==> config.mk <==
export PLATFORM = sky130hd
export DESIGN_NAME = password_entry_buffer
export DESIGN_NICKNAME = d
export VERILOG_FILES = /design/src/rtl/password_entry_buffer.sv
export SDC_FILE = /design/constraint.sdc
export NUM_CORES = 1
export LEC_CHECK = 0
export CAP_MARGIN = 5
export CORE_AREA = 10 10 81 83
export CTS_BUF_LIST = sky130_fd_sc_hd__clkbuf_16
export CTS_CLUSTER_DIAMETER = 150
export DETAILED_ROUTE_END_ITERATION = 7
export DIE_AREA = 0 0 91 93
export HOLD_SLACK_MARGIN = 0.06
export PLACE_DENSITY_LB_ADDON = 0.15
export SLEW_MARGIN = 20
export SYNTH_ARGS = -nofsm -noshare
export SYNTH_HDL_FRONTEND = slang
export SYNTH_SLANG_ARGS = --single-unit
export TNS_END_PERCENT = 50
==> constraint.sdc <==
create_clock -name i_clk -period 1.58 [get_ports i_clk]
set_input_delay 0.237 -clock i_clk [delete_from_list [all_inputs] [get_ports i_clk]]
set_output_delay 0.237 -clock i_clk [all_outputs]
set_load 0.05 [all_outputs]
==> src/rtl/password_entry_buffer.sv <==
// Keypad password entry buffer: collects N_DIGITS confirmed digits, supports
// backspace/clear/submit, rejects invalid requests and auto-clears stale entries.
module password_entry_buffer #(
  parameter int N_DIGITS    = 4,
  parameter int DIGIT_W     = 4,
  parameter int MAX_DIGIT   = 9,
  parameter int TIMEOUT_CYC = 16
) (
  input  logic                                i_clk,
  input  logic                                i_reset,
  input  logic [DIGIT_W-1:0]                  i_digit,
  input  logic                                i_confirm,
  input  logic                                i_backspace,
  input  logic                                i_clear,
  input  logic                                i_submit,
  output logic [N_DIGITS*DIGIT_W-1:0]         o_code,
  output logic                                o_valid,
  output logic [$clog2(N_DIGITS+1)-1:0]       o_count,
  output logic                                o_full,
  output logic                                o_reject,
  output logic                                o_timeout
);

  localparam int BUF_W  = N_DIGITS * DIGIT_W;
  localparam int CNT_W  = $clog2(N_DIGITS + 1);
  localparam int IDLE_W = (TIMEOUT_CYC > 1) ? $clog2(TIMEOUT_CYC) : 1;

  localparam logic [CNT_W-1:0]  CNT_FULL  = CNT_W'(N_DIGITS);
  localparam logic [IDLE_W-1:0] IDLE_LAST = (TIMEOUT_CYC > 0) ? IDLE_W'(TIMEOUT_CYC - 1) : '0;

  typedef enum logic [1:0] {
    EMPTY,
    PARTIAL,
    FULL
  } state_e;

  state_e             state_q, state_d;
  logic [BUF_W-1:0]   entryBuf_q, entryBuf_d;
  logic [BUF_W-1:0]   code_q, code_d;
  logic [CNT_W-1:0]   count_q, count_d;
  logic [IDLE_W-1:0]  idleCnt_q, idleCnt_d;
  logic               valid_q, valid_d;
  logic               full_q, full_d;
  logic               reject_q, reject_d;
  logic               timeout_q, timeout_d;

  logic               anyInput;
  logic               digitOk;

  always_ff @(posedge i_clk) begin
    if (i_reset) begin
      state_q    <= EMPTY;
      entryBuf_q <= '0;
      code_q     <= '0;
      count_q    <= '0;
      idleCnt_q  <= '0;
      valid_q    <= 1'b0;
      full_q     <= 1'b0;
      reject_q   <= 1'b0;
      timeout_q  <= 1'b0;
    end else begin
      state_q    <= state_d;
      entryBuf_q <= entryBuf_d;
      code_q     <= code_d;
      count_q    <= count_d;
      idleCnt_q  <= idleCnt_d;
      valid_q    <= valid_d;
      full_q     <= full_d;
      reject_q   <= reject_d;
      timeout_q  <= timeout_d;
    end
  end

  assign anyInput = i_clear | i_submit | i_backspace | i_confirm;
  assign digitOk  = (int'({1'b0, i_digit}) <= MAX_DIGIT);

  // Only the highest-priority request acts; lower ones are silently dropped.
  always_comb begin
    entryBuf_d = entryBuf_q;
    code_d     = code_q;
    count_d    = count_q;
    idleCnt_d  = idleCnt_q;
    valid_d    = 1'b0;
    reject_d   = 1'b0;
    timeout_d  = 1'b0;

    if (i_clear) begin
      entryBuf_d = '0;
      count_d    = '0;
    end else if (i_submit) begin
      if (state_q == FULL) begin
        code_d     = entryBuf_q;
        valid_d    = 1'b1;
        entryBuf_d = '0;
        count_d    = '0;
      end else begin
        reject_d = 1'b1;
      end
    end else if (i_backspace) begin
      if (state_q != EMPTY) begin
        entryBuf_d = entryBuf_q >> DIGIT_W;
        count_d    = count_q - CNT_W'(1);
      end else begin
        reject_d = 1'b1;
      end
    end else if (i_confirm) begin
      if (state_q != FULL && digitOk) begin
        entryBuf_d = BUF_W'({entryBuf_q, i_digit});
        count_d    = count_q + CNT_W'(1);
      end else begin
        reject_d = 1'b1;
      end
    end

    // Any request, accepted or not, counts as activity; timeout only clears idle entries.
    if (anyInput || state_q == EMPTY || TIMEOUT_CYC == 0) begin
      idleCnt_d = '0;
    end else if (idleCnt_q == IDLE_LAST) begin
      idleCnt_d  = '0;
      entryBuf_d = '0;
      count_d    = '0;
      timeout_d  = 1'b1;
    end else begin
      idleCnt_d = idleCnt_q + IDLE_W'(1);
    end

    if (count_d == '0) begin
      state_d = EMPTY;
    end else if (count_d == CNT_FULL) begin
      state_d = FULL;
    end else begin
      state_d = PARTIAL;
    end
    full_d = (count_d == CNT_FULL);
  end

  assign o_code    = code_q;
  assign o_valid   = valid_q;
  assign o_count   = count_q;
  assign o_full    = full_q;
  assign o_reject  = reject_q;
  assign o_timeout = timeout_q;

endmodule
==> impl_metrics.tcl, run 1 <==
set metrics [dict create \
    synth_top_family_by_area "compound AO/OA/AOI/OAI gates" \
    initial_utilization 0.389 \
    dp.cells 333 \
    wirelength_mm 5.17 \
    synthFlopType "dfxtp_1" \
    yosysSeqAreaShare 0.463 \
    worst_path_max_delay_cell "o211a_2" \
    grt_pass1_vias 1690 \
    nets 292 \
    setup_viol 3 \
    synthArstFlopShare 0 \
    fin_total_pwr_w 0.00251 \
    crit_path_start_kind "input pin" \
    drt_iter0_drc 146 \
    path_clk_slew_ps 60 \
    synthMuxAreaShare 0.00514 \
    yosys.area_share.simple 0.216 \
    critical_path_class "input pin to register" \
    power_switching_w 0.000532 \
    intPower_w 0.00198 \
    required_ps 1740 \
    syn-num-nets 232 \
    path_buf_inv 1 \
    die_h_um 93 \
    clk_latency_ps 280 \
    failed_checks "negative setup slack" \
    route.detailed.drc 0 \
    synthAdderAreaFrac 0.0193 \
    rsz0062_at_grt "yes" \
    syn-cell-area_mm2 0.00195 \
    setup-tns-final_ps -40.8 \
    via_count 1813 \
    p_seq_frac 0.456 \
    worstPathMaxFanout 8 \
    period_share 1.02 \
    cpPeakStageDelay_ps 390 \
    worstMarginPinSlew_ps 402 \
    cp-end-kind "register" \
    status "finished with violations" \
    synth_edf_count 0 \
    clockBufferDepth 2 \
    worst_clock_skew_ps 3.17 \
    pwr-share-clk 0.452 \
    period_minus_slack_ps 1610 \
    wire_per_inst_um 14.8 \
    setup_slack_ps -29.2 \
    vdd_ir_drop_max_v 0.000493 \
    hpwl_mm 3.53 \
    syn2layout_area_growth_pct 43.4 \
    final_hold_viol_count 0 \
    postSynthAreaPerCell_um2 8.89 \
    synth_compound_area_frac 0.226 \
    io_pins 33 \
    cts_tree "yes" \
    leakagePower_nw 1.09 \
    maxSlewHeadroom 0.731 \
    firstDrtPassIters 7 \
    synth-xor-area-share 0.0135 \
    cts-root-buf "clkbuf_16" \
    swShare 0.212 \
    cap_violations 0 \
    fin_cells 349 \
    cts-hold-fix-buffers 0 \
    cts_max_level 2 \
    crit_arrival_ps 1770 \
    cts.sinks 45 \
    drv_slew 0 \
    antenna_left 0 \
    grtUsageTotal 0.113 \
    antenna_found_initial 0 \
    rows 26 \
    placeableCoreArea_mm2 0.00501 \
    antenna-diode-count 0 \
    grt-ovfl-total 0 \
    drive_gt1_frac 0.358 \
    avgViaCountPerCell 5.19 \
    fmax_ghz 0.621 \
    grt_pass1_wl_mm 7.98 \
    ys_types 46 \
    dieArea_mm2 0.00846 \
    ys_ff_latch 45 \
    grt_max_degree 20 \
    numPortBuffers 32 \
    cp_cell_sequence "dlygate4sd2_1 -> nor2_2 -> o211ai_1 -> o211a_2 -> a222oi_1 -> nor2_1" \
    min_path_type "input pin to register" \
    synth-warning-count 0 \
    combPwrFrac 0.093 \
    syn_inst 219 \
    gp_congestion 0.818 \
    cpLargestDelayFamily "compound AO/OA/AOI/OAI gates" \
    place_ws_ps -474 \
    p_per_area_mw_per_mm2 900 \
    cts_made_buffers 5 \
    die_w_um 91 \
]
[power groups by stage]
stage | sequential [W] | clock (W) | combinational (W)
after global placement | 0.00117 | 0 | 0.000198
after global routing | 0.00115 | 0.00121 | 0.000252
after CTS | 0.00115 | 0.00117 | 0.000205
after floorplan | 0.00118 | 0 | 0.000103
final | 0.00115 | 0.00113 | 0.000233
after detailed placement | 0.00117 | 0 | 0.000199
[layout by cell type, fill, tap and decap left out, drive strengths merged, types with 2 or more instances in the layout]
master,Yosys,routed
a21oi,21,21
a222oi,12,12
a22oi,5,5
and3,2,2
buf,12,57
clkbuf,3,7
clkdlybuf4s50,0,3
dfxtp,45,45
dlygate4sd2,0,4
ha,3,3
inv,4,4
nand2,38,38
nand3,3,3
nor2,28,28
nor2b,5,5
nor3,3,3
nor3b,2,2
o2111ai,2,2
o211a,2,3
o211ai,2,2
o21ai,4,4
or2,4,4
xnor2,3,3
[cell families (layout without fill, tap and decap cells)]
family          Yosys count  after routing
flops                    45             45
mux                       1              1
xor+xnor                  3              3
fa+ha+maj                 3              3
simple gates             90             90
buf+inv                  19             78
compound gates           58             59
[layer usage]
layer	GRT usage	part of all wire	wire length, um
met5	0	0	0
met4	0.0392	0.012	64
met3	0.0328	0.047	244
met2	0.183	0.48	2490
met1	0.142	0.46	2370
[tightest hold or removal path, delay by kind of cell]
kind,cells,cell delay (ps)
AOI/OAI and AO/OA,1,100
buffers and inverters,1,270
and+or+nand+nor,1,80
[registers in the layout, indices dropped and copies added (netlist names)]
signal	cells
o_timeout	1
entryBuf_q	16
idleCnt_q	4
o_reject	1
o_code	16
o_full	1
state_q	2
o_count	3
o_valid	1
[per-stage QoR]
stage                     hold WS (ps)  area, um^2  utilization
after floorplan                    407        1970            -
after global placement             447        2450        0.490
after detailed placement           447        2450        0.490
after CTS                          442        2650        0.529
after global routing               470        2790        0.557
final                              444        2790        0.557
[repair_timing]
action,4_1_cts,5_1_grt
gates cloned,0,2
setup buffers,0,7
endpoints found under the setup margin,22,20
hold endpoints to repair,0,0
pin swaps,2,8
resized for setup,15,19
[final timing paths]
check                                start  depth (start not counted)  slack [ps]       endpoint
worst max-delay path            i_digit[2]                          6         -30  entryBuf_q[6]
worst min-delay path            i_digit[3]                          3         440  entryBuf_q[3]
worst max register to register  state_q[0]                          4         -10  entryBuf_q[6]
worst min register to register  o_code[10]                          2         450     o_code[10]
[layout make-up]
type / instances / area [um^2]
fillers: 491 / 2220
multi-input cells: 156 / 1050
flip-flops and latches: 45 / 913
repair buffers: 67 / 561
clock buffers: 5 / 125
well taps: 70 / 87.6
clock inverters: 2 / 35.0
inverters: 4 / 17.5
[synthesized netlist by cell type (2+ instances only)]
cell type,count,area share
dfxtp_1,45,0.46
nand2_1,37,0.071
nor2_1,28,0.054
a21oi_1,20,0.051
a222oi_1,12,0.062
buf_2,6,0.015
a22oi_1,5,0.019
buf_6,4,0.023
inv_1,4,0.0077
o21ai_0,4,0.010
clkbuf_1,3,0.0058
ha_1,3,0.019
nand3_1,3,0.0077
nor2b_1,3,0.0096
nor3_1,3,0.0077
or2_2,3,0.0096
xnor2_1,3,0.013
and3_1,2,0.0064
nor3b_1,2,0.0077
o2111ai_1,2,0.0090
o211ai_1,2,0.0077
(Power assumes the default switching activity.)
==> run 2, diff against run 1 <==
--- a/config.mk
+++ b/config.mk
@@ -11,8 +11,9 @@
 export CTS_CLUSTER_DIAMETER = 150
 export DETAILED_ROUTE_END_ITERATION = 7
 export DIE_AREA = 0 0 91 93
+export GPL_ROUTABILITY_DRIVEN = 0
 export HOLD_SLACK_MARGIN = 0.06
-export PLACE_DENSITY_LB_ADDON = 0.15
+export PLACE_DENSITY_LB_ADDON = 0.12
 export SLEW_MARGIN = 20
 export SYNTH_ARGS = -nofsm -noshare
 export SYNTH_HDL_FRONTEND = slang
==> run 2 against run 1 <==
- global-route usage increased by 0.61 points
- core utilization decreased by 1.1 points
- flip-flop and latch count unchanged
- critical endpoint is now state_q[0]
- clock skew increased by 2.0 ps
- maximum frequency increased by 2.9%
- the run now ends clean
==> impl_metrics.tcl, run 2 (same netlist as run 1, synthesis figures left out) <==
set metrics [dict create \
    setup_slack_ps 16.6 \
    avgViaCountPerCell 5.13 \
    syn2layout_area_growth_pct 40.6 \
    layout_common_cells "55 x buf_4, 41 x dfxtp_1, 37 x nand2_1" \
    min_path_type "input pin to register" \
    worst_clock_skew_ps 5.18 \
    hpwl_mm 3.51 \
    grt-ovfl-total 0 \
    required_ps 1800 \
    grtUsageTotal 0.119 \
    cpPeakStageDelay_ps 380 \
    worstPathMaxFanout 2 \
    cts.sinks 45 \
    fin_total_pwr_w 0.00237 \
    path_clk_slew_ps 60 \
    clk_latency_ps 280 \
    grt_pass1_wl_mm 8.54 \
    rows 26 \
    maxSlewHeadroom 0.753 \
    drive_gt1_frac 0.350 \
    cp-end-kind "register" \
    io_pins 33 \
    cts_made_buffers 5 \
    route.detailed.drc 0 \
    place_area_mm2 0.00247 \
    worst_path_max_delay_cell "or3b_1" \
    p_per_area_mw_per_mm2 867 \
    fin_cells 350 \
    via_count 1795 \
    cts-root-buf "clkbuf_16" \
    crit_top_cell "a21oi_2" \
    period_share 0.990 \
    num-fill-cells 515 \
    nets 292 \
    route.met2.wl_mm 2.27 \
    status "complete, no violations" \
    die_h_um 93 \
    leakagePower_nw 1.06 \
    period_minus_slack_ps 1560 \
    antenna-diode-count 0 \
    initial_utilization 0.389 \
    dp.cells 335 \
    crit_path_start_kind "register" \
    postLayoutCellArea_mm2 0.00274 \
    drt_iter0_drc 162 \
    fmax_ghz 0.640 \
    wire_per_inst_um 14.2 \
    cts_max_level 2 \
    place_ws_ps -432 \
    final_common_cell "buf_4" \
    rsz0062_at_grt "yes" \
    cts-hold-fix-buffers 0 \
    cts_tree "yes" \
    wl_met3_um 200 \
    placeableCoreArea_mm2 0.00501 \
    antenna_found_initial 0 \
    worstMarginPinSlew_ps 370 \
    wirelength_mm 4.96 \
    crit_arrival_ps 1790 \
    dieArea_mm2 0.00846 \
    clockBufferDepth 2 \
    numPortBuffers 32 \
    grt_pass1_vias 1733 \
    drv_slew 0 \
    critical_path_class "register to register" \
    cp_cell_sequence "inv_2 -> ha_4 -> or3b_1 -> a22oi_2 -> a21oi_2 -> a21oi_2 -> or2_1" \
    highest_layer "met4" \
    vdd_ir_drop_max_v 0.000506 \
    firstDrtPassIters 7 \
    final_hold_viol_count 0 \
    wl_met1_mm 2.43 \
    die_w_um 91 \
    antenna_left 0 \
    setup_viol 0 \
    cap_violations 0 \
    grt_max_degree 20 \
]
[run 2: area by class of cell]
cell class                 count  area (um^2)  share of cell area
multi-input combinational    156         1030               0.378
sequential                    45          913               0.334
timing repair buffer          67          544               0.199
clock buffer                   5          125              0.0457
tap                           70         87.6              0.0320
clock inverter                 3         17.5             0.00640
inverter                       4         15.0             0.00549
[run 2: stage by stage]
stage,hold WS [ps],setup TNS [ps],util
4_1_cts,438,0,0.534
6_report,445,0,0.546
5_1_grt,474,-388,0.546
3_5_place_dp,447,-14000,0.493
3_3_place_gp,446,-14490,0.493
2_1_floorplan,407,-142,-
[run 2: critical path: cells and delay by family (launching register included)]
kind | cells | cell delay (ps)
simple gates | 2 | 490
compound gates | 3 | 390
fa+ha+maj | 1 | 230
buf+inv | 1 | 40
flops | 1 | 340
[run 2: path summary, 6_finish.rpt]
kind         startpoint             to  slack, ps  cells after the start
max          o_count[1]     state_q[0]         20                      7
min          i_digit[3]  entryBuf_q[3]        450                      3
max reg2reg  o_count[1]     state_q[0]         20                      7
min reg2reg   o_code[2]      o_code[2]        450                      2
[run 2: timing repair]
| action | CTS | global route |
|---|---|---|
| resized for setup | 15 | 17 |
| endpoints found under the setup margin | 24 | 20 |
| setup buffers | 4 | 2 |
| gates cloned | 1 | 0 |
| pin swaps | 5 | 7 |
[run 2: power breakdown]
group | switching, W | internal, W | total [W] | leakage, nW
combinational | 0.000122 | 0.000109 | 0.000231 | 0.623
clock | 0.000417 | 0.000580 | 0.000998 | 0.0716
sequential | 0.00000680 | 0.00114 | 0.00114 | 0.366
total | 0.000546 | 0.00183 | 0.00237 | 1.06
[run 2: routing by layer]
metal  vias to the layer above  track usage
met5                         -            0
met4                         0       0.0352
met1                       838        0.157
met3                         6       0.0312
li1                        909            -
met2                        42        0.188
==> run 3, diff against run 2 <==
--- a/config.mk
+++ b/config.mk
@@ -5,13 +5,15 @@
 export SDC_FILE = /design/constraint.sdc
 export NUM_CORES = 1
 export LEC_CHECK = 0
+export ABC_AREA = 1
 export CAP_MARGIN = 5
-export CORE_AREA = 10 10 81 83
+export CORE_AREA = 10 10 80 82
 export CTS_BUF_LIST = sky130_fd_sc_hd__clkbuf_16
 export CTS_CLUSTER_DIAMETER = 150
 export DETAILED_ROUTE_END_ITERATION = 7
-export DIE_AREA = 0 0 91 93
+export DIE_AREA = 0 0 90 92
 export GPL_ROUTABILITY_DRIVEN = 0
+export GPL_TIMING_DRIVEN = 0
 export HOLD_SLACK_MARGIN = 0.06
 export PLACE_DENSITY_LB_ADDON = 0.12
 export SLEW_MARGIN = 20
==> run 3 against run 2 <==
- clock skew decreased by 2.9 ps
- core utilization shrank 3.0 points
- sequential share of layout area rose by 2.3 points
- clock-buffer cell count unchanged
- synthesized cell count grew 18%
- area after synthesis decreased by 2.2%
- routed wire length decreased by 1.2%
- clock power is essentially flat
- design area fell by 7.4%
- maximum frequency rose by 7.4%
- critical path type is now input pin to register
- largest cell class is now flip-flops and latches
==> impl_metrics.tcl, run 3 <==
set metrics [dict create \
    die_h_um 92 \
    numPortBuffers 32 \
    firstDrtPassIters 4 \
    whs_ps 360 \
    worstPathMaxFanout 10 \
    io_pins 33 \
    worstRegToRegCells 9 \
    wirelength_mm 4.90 \
    cts_made_buffers 5 \
    period_share 0.922 \
    ys_ff_latch 45 \
    final_common_cell "dfxtp_1" \
    fmax_ghz 0.687 \
    worst_clock_skew_ps 2.29 \
    cap_violations 0 \
    postSynthAreaPerCell_um2 7.38 \
    synthArstFlopShare 0 \
    intPower_w 0.00182 \
    busiest_layer "met2" \
    critical_path_class "input pin to register" \
    clk_latency_ps 290 \
    yosysMostFrequentCell "dfxtp_1" \
    placeableCoreArea_mm2 0.00491 \
    pwr-share-clk 0.422 \
    period_minus_slack_ps 1460 \
    r2r_slack_ps 130 \
    syn-cell-area_mm2 0.00190 \
    rsz0062_at_grt "yes" \
    wire_per_inst_um 13.1 \
    synth_top_area_cell "dfxtp_1" \
    status "complete, no violations" \
    nets 317 \
    clockBufferDepth 2 \
    maxSlewHeadroom 0.668 \
    via_count 1796 \
    cts_max_level 2 \
    avgViaCountPerCell 4.79 \
    die_w_um 90 \
    hp-start "i_backspace" \
    synthFlopType "dfxtp_1" \
    fin_total_pwr_w 0.00243 \
    crit_arrival_ps 1640 \
    grt_max_degree 15 \
    use_met2 0.200 \
    antenna_left 0 \
    min_path_type "input pin to register" \
    cts_tree "yes" \
    grt_pass1_vias 1745 \
    grt_pass1_wl_mm 8.17 \
    vdd_ir_drop_max_v 0.000516 \
    drive_gt1_frac 0.154 \
    final_util 0.516 \
    combPwrFrac 0.101 \
    syn_inst 258 \
    grtUsageMet3 0.0407 \
    dieArea_mm2 0.00828 \
    yosys-top-cells-count "45 x dfxtp_1, 42 x nor2_1, 34 x a21oi_1, 34 x nand2_1, 23 x inv_1" \
    cts-hold-fix-buffers 0 \
    grtUsageTotal 0.121 \
    grtUsageMet1 0.140 \
    reg2reg_to "entryBuf_q[3]" \
    cts-root-buf "clkbuf_16" \
    syn2layout_area_growth_pct 33.0 \
    worstHoldEndpoint "o_reject" \
    layout_common_cells "42 x dfxtp_1, 39 x nor2_1, 34 x a21oi_1" \
    synth_edf_count 0 \
    required_ps 1760 \
    num-fill-cells 504 \
    p_seq_frac 0.477 \
    route.detailed.drc 0 \
    drt_iter0_drc 100 \
    hpwl_mm 3.54 \
    path_clk_slew_ps 60 \
    cp-end-kind "register" \
    synth-warning-count 0 \
    cts.sinks 45 \
    ys_types 27 \
    antenna_found_initial 0 \
    setup_viol 0 \
    drv_slew 0 \
    initial_utilization 0.388 \
    leakagePower_nw 1.14 \
    setup-tns-final_ps 0 \
    power_switching_w 0.000612 \
    yosysSeqAreaShare 0.473 \
    swShare 0.252 \
    synth_area_leaders "dfxtp_1 47%, a21oi_1 8.9%, nor2_1 8.3%, nand2_1 6.7%, o21ai_0 5.5%" \
    whs_path_depth 3 \
    final_hold_viol_count 0 \
    antenna-diode-count 0 \
    crit_path_start_kind "input pin" \
    worstMarginPinSlew_ps 500 \
    rows 26 \
    synth_top_cell_area_share 0.473 \
    p_per_area_mw_per_mm2 958 \
    worstReg2RegStart "idleCnt_q[0]" \
    grt-ovfl-total 0 \
    syn-num-nets 271 \
]
[run 3: changes by cell type in the layout (fill, tap and decap cells not counted), moves of 16 or more]
cell,change
a21oi_1,+16
dlygate4sd2_1,+19
o21ai_0,+20
nand3_1,+16
inv_1,+21
buf_4,-47
[run 3: critical path, stage by stage]
cell	delay (ps)
clkdlybuf4s50_1	570
nand2_1	190
nor2_4	200
clkinvlp_4	220
nor2_1	150
nor2_1	60
[run 3: cell type report]
class / count / area [um^2] / share of cell area
Multi-Input combinational cell: 174 / 875 / 0.345
Tap cell: 70 / 87.6 / 0.0346
Buffer: 9 / 60.1 / 0.0237
Sequential cell: 45 / 905 / 0.357
Timing Repair Buffer: 39 / 347 / 0.137
Clock inverter: 3 / 18.8 / 0.00741
Inverter: 30 / 116 / 0.0459
Clock buffer: 5 / 125 / 0.0494
[run 3: cell families after synthesis]
family / synth area share
adders and majority gates: 0.0197
DFF: 0.473
and+or+nand+nor: 0.252
buffers and inverters: 0.0847
AOI/OAI and AO/OA: 0.161
xor gates and xnor gates: 0.00920
[run 3: power by group through the flow]
stage          Clock [W]  Combinational (W)  Sequential, W
3_3_place_gp           0           0.000227        0.00118
2_1_floorplan          0           0.000106        0.00122
5_1_grt          0.00110           0.000269        0.00116
6_report         0.00103           0.000245        0.00116
3_5_place_dp           0           0.000226        0.00118
4_1_cts          0.00106           0.000229        0.00116
[run 3: per-stage QoR]
step	setup WS, ps	cell area [um^2]	std cells
after global routing	-17.6	2530	375
final	124	2530	375
after floorplan	95.0	1910	258
after global placement	-333	2310	360
after detailed placement	-330	2310	360
after CTS	5.60	2460	370
[run 3: layer usage]
layer  wire length (um)  vias up
li1                   -      931
met1               2290      817
met2               2290       41
met3                218        7
met4                107        0
met5                  0        -
[run 3: how the worst max path moves through the flow]
stage          startpoint             to  slack [ps]  cells after the start
3_5_place_dp     i_submit  entryBuf_q[4]        -330                      8
2_1_floorplan  o_count[0]         o_full          90                     11
6_report         i_submit      o_code[4]         120                      6
3_3_place_gp     i_submit  entryBuf_q[6]        -330                      8
5_1_grt        state_q[0]      o_code[4]         -20                      8
4_1_cts          i_submit  entryBuf_q[2]           6                      6
[run 3: timing repair]
item	in CTS	in global routing
cloned	0	1
pin swaps	1	2
buffers inserted	2	4
endpoints found under the setup margin	34	34
hold endpoints to repair	0	0
gates resized for setup	27	19
